## src/rtl/uart_pkg.sv

```systemverilog
// Shared definitions for the UART TX arbiter: FSM state encoding,
// byte width and the default header base byte.
package uart_pkg;

  localparam int BYTE_W = 8;
  localparam logic [BYTE_W-1:0] HEADER_BASE_DEF = 8'hA0;

  // Plain vector encoding keeps the state constants usable by older tools.
  typedef logic [1:0] state_t;
  localparam state_t ST_IDLE   = 2'd0;
  localparam state_t ST_HEADER = 2'd1;
  localparam state_t ST_XFER   = 2'd2;

endpackage

```

## src/rtl/uart_rr_pick.sv

```systemverilog
// Round-robin picker: first asserted request scanning upward from last_i+1,
// wrapping modulo NUM_REQ. Purely combinational.
module uart_rr_pick #(
  parameter int NUM_REQ = 4,
  parameter int IW      = $clog2(NUM_REQ)
) (
  input  logic [NUM_REQ-1:0] req_i,
  input  logic [IW-1:0]      last_i,
  output logic               found_o,
  output logic [IW-1:0]      idx_o
);

  int          cand;
  logic [IW-1:0] cand_idx;

  // Scan candidates in priority order; the first hit wins.
  always_comb begin
    found_o  = 1'b0;
    idx_o    = '0;
    cand     = 0;
    cand_idx = '0;
    for (int k = 1; k <= NUM_REQ; k++) begin
      cand     = (int'(last_i) + k) % NUM_REQ;
      cand_idx = IW'(cand);
      if (!found_o && req_i[cand_idx]) begin
        found_o = 1'b1;
        idx_o   = cand_idx;
      end
    end
  end

endmodule

```

## src/rtl/uart_tx_arbiter.sv

```systemverilog
// Round-robin arbiter feeding per-requester byte packets into a single
// TX FIFO. A grant lasts until the packet's last byte or the burst cap.
// Optional macro UART_TX_ARB_HEADER_EN prefixes every grant with a header
// byte HEADER_BASE | grant index.
module uart_tx_arbiter
  import uart_pkg::*;
#(
  parameter int                NUM_REQ     = 4,
  parameter int                MAX_BURST   = 16,
  parameter logic [BYTE_W-1:0] HEADER_BASE = HEADER_BASE_DEF,
  localparam int               GW          = $clog2(NUM_REQ)
) (
  input  logic                      sys_clk,
  input  logic                      reset,
  input  logic [NUM_REQ-1:0]        req_valid,
  input  logic [NUM_REQ*BYTE_W-1:0] req_data,
  input  logic [NUM_REQ-1:0]        req_last,
  output logic [NUM_REQ-1:0]        req_ready,
  output logic [BYTE_W-1:0]         tx_data,
  output logic                      tx_wren,
  input  logic                      tx_fifo_full,
  output logic [GW-1:0]             grant_id,
  output logic                      busy
);

  state_t            state_q, state_d;
  logic [GW-1:0]     grant_q, grant_d;
  logic [GW-1:0]     last_q,  last_d;
  logic [7:0]        cnt_q,   cnt_d;

  logic              found;
  logic [GW-1:0]     pick;
  logic              own_valid, own_last, accept, cap_hit;
  logic [BYTE_W-1:0] own_data;
  logic [8:0]        cnt_inc;

  uart_rr_pick #(.NUM_REQ(NUM_REQ), .IW(GW)) u_pick (
    .req_i   (req_valid),
    .last_i  (last_q),
    .found_o (found),
    .idx_o   (pick)
  );

  assign own_valid = req_valid[grant_q];
  assign own_last  = req_last[grant_q];
  assign own_data  = req_data[grant_q*BYTE_W +: BYTE_W];
  assign cnt_inc   = {1'b0, cnt_q} + 9'd1;
  // Cap compares the post-increment count; MAX_BURST=0 disables it.
  assign cap_hit   = (MAX_BURST != 0) && (cnt_inc == 9'(MAX_BURST));
  assign accept    = (state_q == ST_XFER) && tx_wren;

  assign busy      = (state_q != ST_IDLE);
  assign grant_id  = grant_q;

  // FIFO write side and requester handshake, all same-cycle combinational.
  always_comb begin
    tx_wren   = 1'b0;
    tx_data   = '0;
    req_ready = '0;
    case (state_q)
      ST_XFER: begin
        tx_wren            = own_valid & ~tx_fifo_full;
        tx_data            = own_data;
        req_ready[grant_q] = tx_wren;
      end
`ifdef UART_TX_ARB_HEADER_EN
      ST_HEADER: begin
        tx_wren = ~tx_fifo_full;
        tx_data = HEADER_BASE | BYTE_W'(grant_q);
      end
`endif
      default: ;
    endcase
  end

  // Grant sequencing: pick in IDLE, hold through the packet, release on
  // last byte or burst cap. Owner dropping valid just stalls the grant.
  always_comb begin
    state_d = state_q;
    grant_d = grant_q;
    last_d  = last_q;
    cnt_d   = cnt_q;
    case (state_q)
      ST_IDLE: begin
        if (found) begin
          grant_d = pick;
`ifdef UART_TX_ARB_HEADER_EN
          state_d = ST_HEADER;
`else
          state_d = ST_XFER;
`endif
        end
      end
`ifdef UART_TX_ARB_HEADER_EN
      ST_HEADER: begin
        if (!tx_fifo_full) state_d = ST_XFER;
      end
`endif
      ST_XFER: begin
        if (accept) begin
          if (own_last || cap_hit) begin
            state_d = ST_IDLE;
            last_d  = grant_q;
            cnt_d   = '0;
          end else begin
            // Only reachable past 255 when the cap is disabled.
            cnt_d = (cnt_q == 8'hFF) ? cnt_q : cnt_inc[7:0];
          end
        end
      end
      default: state_d = ST_IDLE;
    endcase
  end

  // State registers; last_q resets to the top index so requester 0 wins first.
  always_ff @(posedge sys_clk) begin
    if (reset) begin
      state_q <= ST_IDLE;
      grant_q <= '0;
      last_q  <= GW'(NUM_REQ - 1);
      cnt_q   <= '0;
    end else begin
      state_q <= state_d;
      grant_q <= grant_d;
      last_q  <= last_d;
      cnt_q   <= cnt_d;
    end
  end

endmodule

```

## config.mk

```make
export PLATFORM = sky130hd
export DESIGN_NAME = uart_tx_arbiter
export DESIGN_NICKNAME = d
export VERILOG_FILES = /design/src/rtl/uart_pkg.sv /design/src/rtl/uart_rr_pick.sv /design/src/rtl/uart_tx_arbiter.sv
export SDC_FILE = /design/constraint.sdc
export NUM_CORES = 1
export LEC_CHECK = 0
export ABC_CLOCK_PERIOD_IN_PS = 2200
export CAP_MARGIN = 20
export CORE_ASPECT_RATIO = 1.4
export CORE_MARGIN = 4
export CORE_UTILIZATION = 37
export CTS_BUF_LIST = sky130_fd_sc_hd__clkbuf_4
export CTS_CLUSTER_DIAMETER = 60
export DETAILED_ROUTE_END_ITERATION = 12
export GPL_TIMING_DRIVEN = 0
export PLACE_DENSITY = 0.78
export SYNTH_ARGS = -nofsm -noshare
export SYNTH_HDL_FRONTEND = slang
export SYNTH_SLANG_ARGS = --single-unit
```

## constraint.sdc

```tcl
create_clock -name sys_clk -period 2.2 [get_ports sys_clk]
set_input_delay 0.22 -clock sys_clk [delete_from_list [all_inputs] [get_ports sys_clk]]
set_output_delay 0.22 -clock sys_clk [all_outputs]
set_load 0.01 [all_outputs]
```

After elaboration in Yosys (flattened, before gate mapping)
Index checks and enable logic that the tools add are counted.
- shifts and indexed selects: 1
- bitwise gates (word level): 3
- reductions and logical operators: 15
- add/subtract/negate cells: 5
- order comparisons: 6
- mux-type cells: 31
- equal/unequal tests: 7
- operators with widths (operator ; count):
    $shiftx A32 B6 Y8 ; 1
    $mux W8 ; 3
    $lt A2 B3 Y1 const B ; 5
    $mux W2 ; 7
    $bmux W1 S2 ; 6
    $mux W1 ; 12
    $add A8 B1 Y9 const B ; 1
    $eq A9 B5 Y1 const B ; 1
    $reduce_and A3 Y1 ; 3
    $eq A8 B8 Y1 const B ; 1
    $ne A2 B2 Y1 const B ; 3
    $logic_and A1 B1 Y1 ; 5
    $add A2 B1 Y2 const B ; 2
    $add A2 B2 Y2 const B ; 2
    $and A4 B4 Y4 ; 1
    $mux W4 ; 1
    $pmux W2 S2 ; 1
    $logic_not A1 Y1 ; 3
    $demux W1 S2 ; 1
    $eq A2 B2 Y1 const B ; 1
    $ge A2 B1 Y1 const B ; 1
    $logic_not A2 Y1 ; 1
    $ne A2 B1 Y1 const B ; 1
    $reduce_and A2 Y1 ; 1
    4 further kinds ; 4
- output and inout port bits: 16
- logic and storage cells: 72
- register bits after elaboration: 14

Logic depth before layout (Yosys ltp)
- depth in word-level cells: 15
- depth in mapped cells: 7
- mapped depth without buffers: 6

Cells and area by module
A second synthesis with hierarchy kept.
- cells, all modules: 132
- area, all modules: 1188.6 µm²
- by module, submodules not included (module ; area each (µm²) ; instances ; seq. area each (µm²) ; cells an instance):
    uart_tx_arbiter ; 1097.3 ; 1 ; 260.2 ; 118
    uart_rr_pick ; 91.3 ; 1 ; 0.0 ; 14

Least setup slack after synthesis
Ideal clock, no wire load.
- kind: reg-to-reg
- start point: reg cnt_q[0]
- end point: reg cnt_q[3]
- clock period less this slack: 2.139 ns
- stages on the path, launching flop included: 7
- data required time: 2.130 ns
- path slack: 0.061 ns
- arrival: 2.069 ns
- path through: dfxtp_1 -> ha_1 -> and3_4 -> mux2_2 -> a41oi_4 -> or4b_1 -> a21oi_1
- longest elaborated chain between the ends: 5
- elaborated cells on any way between the ends: 8
- classes of those cells: add/sub: 1; eq/ne: 3; mux: 2; reduce/logical: 2
- RTL lines (what ; line ; text):
    start, declared ; uart_tx_arbiter.sv:29 ; logic [7:0] cnt_q, cnt_d;
    start signal, assigned ; uart_tx_arbiter.sv:126 ; cnt_q <= cnt_d;
    $add A8 B1 Y9 ; uart_tx_arbiter.sv:47 ; assign cnt_inc = {1'b0, cnt_q} + 9'd1;
    $eq A9 B5 Y1 ; uart_tx_arbiter.sv:49 ; assign cap_hit = (MAX_BURST != 0) && (cnt_inc == 9'(MAX_BURST));
    $logic_or A1 B1 Y1 ; uart_tx_arbiter.sv:101 ; if (own_last || cap_hit) begin
    $ne A2 B2 Y1 (no line) ; - ;
    $reduce_and A3 Y1 (no line) ; - ;
Several ways; a longest one is shown, not always the timed one. The select of a mux whose other input is x is not followed.
A chain may end at the register's enable or synchronous reset.

Final worst setup path
- start point: in req_valid[3]
- end point: out tx_wren
- longest elaborated chain between the ends: 4
- RTL lines (what ; line ; text):
    start, declared ; uart_tx_arbiter.sv:15 ; input logic [NUM_REQ-1:0] req_valid,
    $bmux W1 S2 ; uart_tx_arbiter.sv:44 ; assign own_valid = req_valid[grant_q];
    $mux W1 (implied by the code) ; uart_tx_arbiter.sv:44 ;
    $and A1 B1 Y1 ; uart_tx_arbiter.sv:62 ; tx_wren = own_valid & ~tx_fifo_full;
    $mux W1 ; uart_tx_arbiter.sv:60 ; case (state_q)
    end, declared ; uart_tx_arbiter.sv:20 ; output logic tx_wren,
No other way between the ends. The select of a mux whose other input is x is not followed.

==> impl_metrics.yaml <==
finish:
  final_util_pct: 66.1
  antenna_cells: 0
  layout.nets: 245
  instances_no_fill: 236
  fillers: 254
  area_growth_pct: 67.1
  drive_gt1_share_pct: 20.6
  fin_area_mm2: 0.00196
detailed_routing:
  ant_nets: 0
  first_pass_iters: 4
  dr.first_iter.drc_count: 59
  vias: 1341
  vias_per_cell: 5.68
  drc: 0
  drt-total-wl_um: 3970
  avgRoutedWirePerCell_um: 16.8
outcome:
  status: "complete, no violations"
min_path:
  worstHoldPathType: "reg2reg"
synth:
  synthesis.area_mm2: 0.00117
  ys_seq_area_share_pct: 22.2
  synth_edf_count: 0
  synth_cell_types: 42
  ys_warn_count: 0
  synth_top_cell_area_share_pct: 22.2
  synth_ff_type: "dfxtp_1"
  async_flop_share_pct: 0
  synth_seq_cells: 13
  synthTopCellsByArea: "dfxtp_1 22%, mux4_2 17%, and2_1 5.3%"
  syn_nets: 174
  yosysTopAreaCell: "dfxtp_1"
  synthCells: 129
  syn_area_per_cell_um2: 9.10
worst_setup_path:
  cp_slowest_cell: "clkdlybuf4s50_1"
  cp_top_family: "buffers and inverters"
  crit_type: "in2out"
  path_max_fanout: 5
  cp.required_ns: 1.98
  crit_chain: "clkdlybuf4s50_1, mux2i_1, nor4b_4, nor2_2, inv_1, clkdlybuf4s50_1"
  critPathMaxStageDelay_ns: 0.56
  worstSetupStartpointType: "input pin"
  crit_buf_inv: 3
  path_common_cell: "clkdlybuf4s50_1"
  worstPathArrival_ns: 1.96
  cp-end-kind: "primary output"
grt:
  gr-usage-all-layers_pct: 19.4
  grt_max_degree: 11
  overflow: 0
  grt_pass1_vias: 1412
  grt_pass1_wl_um: 6250
  antenna_found_initial: 0
clocking:
  clk_root_buffer_cell: "clkbuf_4"
  cts_made_buffers: 3
  cts_max_path_buffers: 2
  clkTransAtPathRegs_ns: 0.08
  cts_max_level: 1
  ctsHoldBuffers: 0
  cts_tree: "built"
  clock-sinks: 13
  clk_latency_ns: 0.28
floorplan:
  die_area_mm2: 0.00415
  rows: 23
  io_pins: 59
  core_mm2: 0.00296
  start_util_pct: 39.6
  die_width_um: 55.6
  dieHeight_um: 74.6
run:
  maxCapViolations: 0
power:
  vdd_drop_max_uv: 215
  powerDensity_mw_per_mm2: 364
  leakage_nw: 0.796
sta:
  maxSlewHeadroom_pct: 67.5
  slew_viol_final: 0
  fmax_mhz: 459
  fin_crit_sh_pct: 99.0
  tightest_slew_ns: 0.487
  fin_crit_ns: 2.18
  skew_ns: 0.00680
  setup_violations: 0
  hold_violations: 0
  rsz0062_at_grt: "true"
placement:
  placedCellCount: 224
  gp_congestion: 0.841
  placed_cell_area_mm2: 0.00180
  port_buffers: 58
  hpwl_um: 3040
## sequential cells by signal (all words and copies together) (netlist names)
signal    cells
last_q        2
state_q       1
grant_id      2
cnt_q         8
## worst paths after layout
| kind | from | end | slack, ns | depth (start not counted) |
|---|---|---|---|---|
| setup reg to reg | cnt_q[1]$_SDFFE_PP0P_ | cnt_q[3]$_SDFFE_PP0P_ | 0.13 | 6 |
| setup / recovery | req_valid[3] | tx_wren | 0.02 | 6 |
| hold reg to reg | cnt_q[7]$_SDFFE_PP0P_ | cnt_q[7]$_SDFFE_PP0P_ | 0.53 | 2 |
| hold / removal | cnt_q[7]$_SDFFE_PP0P_ | cnt_q[7]$_SDFFE_PP0P_ | 0.53 | 2 |
## cells in the mapped netlist, drive strengths merged, types with 2 or more instances
library cell and n:
mux4 9, inv 4, nor2b 3, nor2 12, nand2b 2, nand2 3
nand4bb 2, or4 2, mux2i 4, and2 10, dfxtp 13, clkbuf 4
nand3 4, and3 2, a31oi 2, o21ai 7, or4b 3, a211oi 2
nand4 2, buf 6, o21a 2, nor4 2, nor3 2, nand3b 2
a21oi 10, ha 2
## tightest hold or removal path, stage by stage (launching register included)
cell     delay (ns)
dfxtp_1        0.34
o21ai_0        0.08
a21oi_1        0.06
## power by group
group          internal [mW]  switching [mW]  total, mW  leakage, nW
combinational          0.191           0.122      0.313        0.671
clock                 0.0675          0.0820      0.150       0.0177
sequential             0.243         0.00935      0.252        0.107
total                  0.501           0.214      0.715        0.796
## stage by stage
step	power, mW	setup slack, ns	TNS, ns	hold slack (ns)
2_1_floorplan	0.396	0.0606	0	0.293
3_3_place_gp	0.543	-0.153	-1.67	0.485
3_5_place_dp	0.550	-0.214	-2.10	0.504
4_1_cts	0.712	0.000878	0	0.520
5_1_grt	0.754	-0.0687	-0.0687	0.552
6_report	0.715	0.0213	0	0.526
## timing repair
action / CTS / global route
gates resized for setup: 17 / 11
endpoints found under the setup margin: 13 / 19
pin swaps: 1 / 0
setup buffers: 5 / 3
gates cloned: 0 / 0
## cell usage in the layout (no fill, tap or decap), drive strengths merged, types with 6 or more instances in the layout
cell type / count
a21oi: 10
and2: 10
buf: 15
clkbuf: 6
clkdlybuf4s50: 47
dfxtp: 13
dlygate4sd2: 6
mux4: 9
nor2: 12
o21ai: 7
## cell families (layout without fill, tap and decap cells)
| group | count (synthesis) | in the layout | synth area share (%) |
|---|---|---|---|
| buffers and inverters | 14 | 84 | 6.40 |
| flip-flops | 13 | 13 | 22.2 |
| adder cells (fa/ha/maj) | 2 | 2 | 2.13 |
| AO/OA/AOI/OAI | 32 | 32 | 19.0 |
| AND/OR/NAND/NOR | 54 | 54 | 28.7 |
| multiplexers | 14 | 14 | 21.6 |
## final cells by class
type	count	area [um^2]	share of cell area, %
tap	37	46.3	2.36
buffer	10	73.8	3.77
clock inverter	1	5.00	0.255
clock buffer	3	22.5	1.15
sequential	13	267	13.6
inverter	4	15.0	0.766
timing repair buffer	66	646	32.9
multi-input combinational	102	886	45.2
## routing by layer
layer  vias up  track usage (%)  routed length [um]
met5         -                0                   0
met4         0             8.92                  63
met3         6             7.89                 517
met2        76             38.7                2080
met1       623             16.9                1310
li1        636                -                   -
(Power assumes the default switching activity.)
